**src/rtl/rr_arbiter8_decoded.sv**
```systemverilog
// rr_arbiter8_decoded
//   Round-robin arbiter sharing one resource among 2**IDX_W (8) requesters.
//   The grant is presented both as an index and as its one-hot decode. An
//   owner keeps the grant while it holds its request, up to MAX_HOLD cycles,
//   after which the grant is forcibly released with a one-cycle timeout pulse.
//   Every release costs one idle cycle before the next grant.
//
// Ports
//   clk        in   1      rising-edge clock
//   rst_n      in   1      asynchronous active-low reset
//   en         in   1      arbiter enable; low forces idle, no grant
//   req        in   N      request vector (level), req[i] from requester i
//   gnt        out  N      one-hot grant, all-zero when no owner
//   gnt_idx    out  IDX_W  index of current owner, 0 when gnt_valid=0
//   gnt_valid  out  1      a grant is active (equals |gnt)
//   timeout    out  1      1-cycle pulse: grant revoked by MAX_HOLD limit
module rr_arbiter8_decoded #(
    parameter int unsigned IDX_W    = 3,
    parameter int unsigned MAX_HOLD = 16
) (
    input  logic                    clk,
    input  logic                    rst_n,
    input  logic                    en,
    input  logic [(1<<IDX_W)-1:0]   req,
    output logic [(1<<IDX_W)-1:0]   gnt,
    output logic [IDX_W-1:0]        gnt_idx,
    output logic                    gnt_valid,
    output logic                    timeout
);

    localparam int unsigned N = 1 << IDX_W;

    typedef enum logic {
        IDLE,
        GRANT
    } state_t;

    state_t           state;
    logic [IDX_W-1:0] last_ptr;
    logic [7:0]       hold_cnt;

    logic             found;
    logic [IDX_W-1:0] winner;
    logic [N-1:0]     winner_dec;

    // Rotating priority search: start just after the last owner, so the most
    // recent owner is considered last.
    always_comb begin
        found  = 1'b0;
        winner = '0;
        for (int unsigned k = 1; k <= N; k++) begin
            logic [IDX_W-1:0] cand;
            cand = IDX_W'(32'(last_ptr) + k);
            if (!found && req[cand]) begin
                found  = 1'b1;
                winner = cand;
            end
        end
        winner_dec = '0;
        if (found) begin
            winner_dec[winner] = 1'b1;
        end
    end

    always_ff @(posedge clk or negedge rst_n) begin
        if (!rst_n) begin
            state     <= IDLE;
            gnt       <= '0;
            gnt_idx   <= '0;
            gnt_valid <= 1'b0;
            timeout   <= 1'b0;
            last_ptr  <= '1;
            hold_cnt  <= '0;
        end else begin
            timeout <= 1'b0;
            case (state)
                IDLE: begin
                    if (en && found) begin
                        state     <= GRANT;
                        gnt       <= winner_dec;
                        gnt_idx   <= winner;
                        gnt_valid <= 1'b1;
                        last_ptr  <= winner;
                        hold_cnt  <= 8'd1;
                    end
                end
                GRANT: begin
                    // Priority: disable, then owner release, then hold limit.
                    if (!en || !req[gnt_idx] || hold_cnt == 8'(MAX_HOLD)) begin
                        state     <= IDLE;
                        gnt       <= '0;
                        gnt_idx   <= '0;
                        gnt_valid <= 1'b0;
                        hold_cnt  <= '0;
                        timeout   <= en && req[gnt_idx];
                    end else if (hold_cnt != '1) begin
                        hold_cnt <= hold_cnt + 8'd1;
                    end
                end
                default: begin
                    state <= IDLE;
                end
            endcase
        end
    end

endmodule
```
**config.mk**
```make
export PLATFORM = sky130hd
export DESIGN_NAME = rr_arbiter8_decoded
export DESIGN_NICKNAME = d
export VERILOG_FILES = /design/src/rtl/rr_arbiter8_decoded.sv
export SDC_FILE = /design/constraint.sdc
export NUM_CORES = 1
export LEC_CHECK = 0
export BUFFER_PORTS_ARGS = -buffer_cell sky130_fd_sc_hd__buf_2
export CORE_MARGIN = 5
export CORE_UTILIZATION = 30
export DETAILED_ROUTE_END_ITERATION = 8
export HOLD_SLACK_MARGIN = 0.02
export SKIP_LAST_GASP = 1
export SLEW_MARGIN = 40
export SYNTH_ARGS = -nofsm -noshare
export SYNTH_HDL_FRONTEND = slang
export SYNTH_SLANG_ARGS = --single-unit
```
**constraint.sdc**
```tcl
create_clock -name clk -period 3.6 [get_ports clk]
set_input_delay 0.72 -clock clk [delete_from_list [all_inputs] [get_ports clk]]
set_output_delay 0.72 -clock clk [all_outputs]
set_load 0.02 [all_outputs]
```
==> impl_metrics.csv <==
group,metric,value,unit
power,ir_drop,0.3235,mV
timing,max_freq,299.7,MHz
synth,ys_warn_count,0,
route,firstDrtPassIters,4,
synth,ys.flop_type,"dfrtp_1",
critical_path,crit_slowest_cell,"dfstp_2",
cts,cts_tree,"done",
route,via_per_inst,5.345,
finish,syn_to_final_growth,13.65,%
synth,avgSynthCellArea,10.20,um^2
synth,synth_edf_count,0,
power,p_clk_share,6.9,%
route,antenna_left,0,
route,wl_per_cell,15.66,um
critical_path,max_stage_delay,0.54,ns
critical_path,reg2reg_setup_slack,0.26,ns
global_routing,grt_max_degree,26,
finish,final_nets,256,
place,gp_congestion,0.8972,
flow_run,max_cap_viol_count,0,
route,wirelength,5310,um
critical_path,critPathRequiredTime,3.76,ns
power,comb_power_share,75.5,%
global_routing,antenna_found_initial,0,
die,die_height,95.29,um
route,dr_total_vias,1812,
global_routing,grt_pass1_vias,1800,
finish,num_antenna_cells,0,
timing,tightest_slew,0.5654,ns
power,p_int,1.272,mW
critical_path,critPathKind,"register to register",
timing,skew,0.008194,ns
cts,holdBufCountCts,0,
cts,cts_sinks,25,
synth,yosysUniqueCellTypes,55,
die,die_area,9079,um^2
power,swShare,48.98,%
global_routing,grt-ovfl-total,0,
cts,htreeDepth,1,
place,port_buffers,23,
critical_path,critPathCaptureType,"register",
die,io_pins,24,
timing,finalCritPeriodShare,92.69,%
critical_path,cp-start-kind,"register",
worst_hold_path,min_path_type,"input pin to asynchronous set/reset pin",
critical_path,setup.worst_path.start,"last_ptr[1]",
cts,cts-root-buf,"clkbuf_8",
global_routing,grt_pass1_wl,8970,um
route,drc_errors,0,
power,pwr-share-seq,17.6,%
synth,syn-cell-area,2182,um^2
critical_path,worstPathArrival,3.49,ns
synth,ys_ff_latch,25,
route,drt-initial-drc-count,123,
timing,slew_violations,0,
synth,syn_inst,214,
power,p_sw,1.221,mW
power,powerDensity,1005,nW/um^2
critical_path,r2r_cells,9,
place,placed_area,2424,um^2
die,dieWidth,95.29,um
power,p_total,2.493,mW
critical_path,endpoint,"gnt[3]",
global_routing,track_usage,12.26,%
critical_path,reg2reg_to,"gnt[3]",
cts,cts_made_buffers,3,
synth,synth_nets,229,
die,initial_core_util,30.41,%
synth,yosysSeqAreaShare,28.84,%
synth,synth.top_cell.area_share,25.23,%
synth,synth.top_cells.by_area,"dfrtp_1, mux4_2, mux2i_1",
critical_path,reg2reg_from,"last_ptr[1]",
finish,drive_gt1_share,29.17,%
synth,netlist.top_cell.by_area,"dfrtp_1",
cts,clockBufferDepth,2,
finish,final_area,2480,um^2
power,leakage,1.042,nW
place,dp_hpwl,4075,um
finish,num-fill-cells,721,
die,coreArea,7176,um^2
timing,maxSlewHeadroom,62.31,%
timing,setup_violations,0,
run_status,status,"completed",
cts,cts.reportedPaths.clkPinSlew,0.10,ns
timing,rsz0062_at_grt,"false",
cts,worstSkewPairLatency,0.27,ns
timing,period_minus_slack,3.337,ns
finish,utilization,34.56,%
critical_path,worstPathMaxFanout,11,
timing,finalSetupTns,0,ns
timing,hold_viol_final,0,
die,std_cell_rows,31,
critical_path,path_cells,"inv_1, ha_1, mux4_2, or2_0, a2111o_1, o311a_1, buf_4, a21bo_2, o31ai_1",
synth,ys_async_sr_fraction,100.0,%
==> per-layer routing <==
metal	track usage [%]	vias up	share of wire [%]
li1	-	870	-
met1	16.36	899	44
met2	21.05	37	50
met3	1.736	6	3.7
met4	2.644	0	2.0
met5	0	-	0
==> layout make-up <==
class / instances / area, um^2 / share of cell area (%)
clock buffers: 3 / 41.29 / 1.665
multi-input cells: 170 / 1458 / 58.78
clock inverters: 1 / 7.507 / 0.3027
flip-flops and latches: 25 / 629.4 / 25.38
well taps: 99 / 123.9 / 4.995
repair buffers: 33 / 190.2 / 7.669
inverters: 8 / 30.03 / 1.211
==> synthesized netlist by cell type, types with 2 or more instances <==
master     number
xor2_1          9
buf_6           3
buf_2           4
mux2_4          2
nor2_1         15
a21oi_1         8
o21ai_1         3
mux2i_1        10
a22o_1          2
buf_1           2
a21o_1          3
nand2_1        21
nor3_1          6
mux2_1          4
o31ai_1         8
nand3_1         9
ha_1            4
xnor2_1         3
mux4_2         16
dfrtp_1        22
nand2b_1        3
nor2b_1         2
a22oi_1         2
o21ai_0         4
o2111ai_1       4
a21oi_2         2
a21bo_2         2
dfstp_2         3
a31oi_1         2
inv_1           8
mux2_2          4
==> how the worst min path moves through the flow <==
stage,end,slack (ns)
floorplan,gnt[0],0.42
global placement,gnt[0],0.46
detailed placement,gnt_valid,0.46
CTS,hold_cnt[5],0.45
global route,hold_cnt[5],0.48
finish,state,0.43
==> cell families (layout without fill, tap and decap cells) <==
group           after synthesis  after routing  synth area share (%)
simple gates                 64             64                 13.93
compound gates               54             54                 18.81
mux                          36             36                 26.61
flops                        25             25                 28.84
buf+inv                      19             45                 4.702
xor+xnor                     12             12                 4.817
fa+ha+maj                     4              4                 2.294
==> worst max-delay path: cells and delay by family, from the launching register on <==
kind / cells / cell delay, ns
buffers and inverters: 2 / 0.30
DFF: 1 / 0.54
AOI/OAI and AO/OA: 4 / 1.28
adders and majority gates: 1 / 0.43
muxes: 1 / 0.39
and+or+nand+nor: 1 / 0.29
==> layout by cell type (no fill, tap or decap), drive strengths merged, types with 7 or more instances in the layout <==
| master | count |
|---|---|
| a21oi | 10 |
| buf | 33 |
| dfrtp | 22 |
| inv | 8 |
| mux2 | 10 |
| mux2i | 10 |
| mux4 | 16 |
| nand2 | 21 |
| nand3 | 9 |
| nor2 | 16 |
| o21ai | 7 |
| o31ai | 8 |
| xor2 | 9 |
==> power by group through the flow <==
stage	Sequential (mW)	Combinational, mW	Clock [mW]
after floorplan	0.471	1.41	0
after global placement	0.443	1.88	0
after detailed placement	0.443	1.88	0
after CTS	0.437	1.89	0.177
after global routing	0.448	2.07	0.191
final	0.438	1.88	0.172
==> flip-flops by register name, indices dropped and copies added, names as in the netlist <==
register and flops:
timeout 1, hold_cnt 8, last_ptr 3, gnt_valid 1
state 1, gnt_idx 3, gnt 8
==> what timing repair did <==
action / 4_1_cts / 5_1_grt
setup endpoints to repair: 0 / 1
resized for setup: 0 / 1
setup buffers: 0 / 0
==> metrics by stage <==
step,cells,hold slack [ns],setup WS (ns)
floorplan,214,0.4244,0.001236
global placement,335,0.4599,0.2435
detailed placement,335,0.4614,0.1840
CTS,339,0.4487,0.2079
global route,339,0.4757,0.09770
finish,339,0.4286,0.2633
Power figures use the tool's default switching activity.
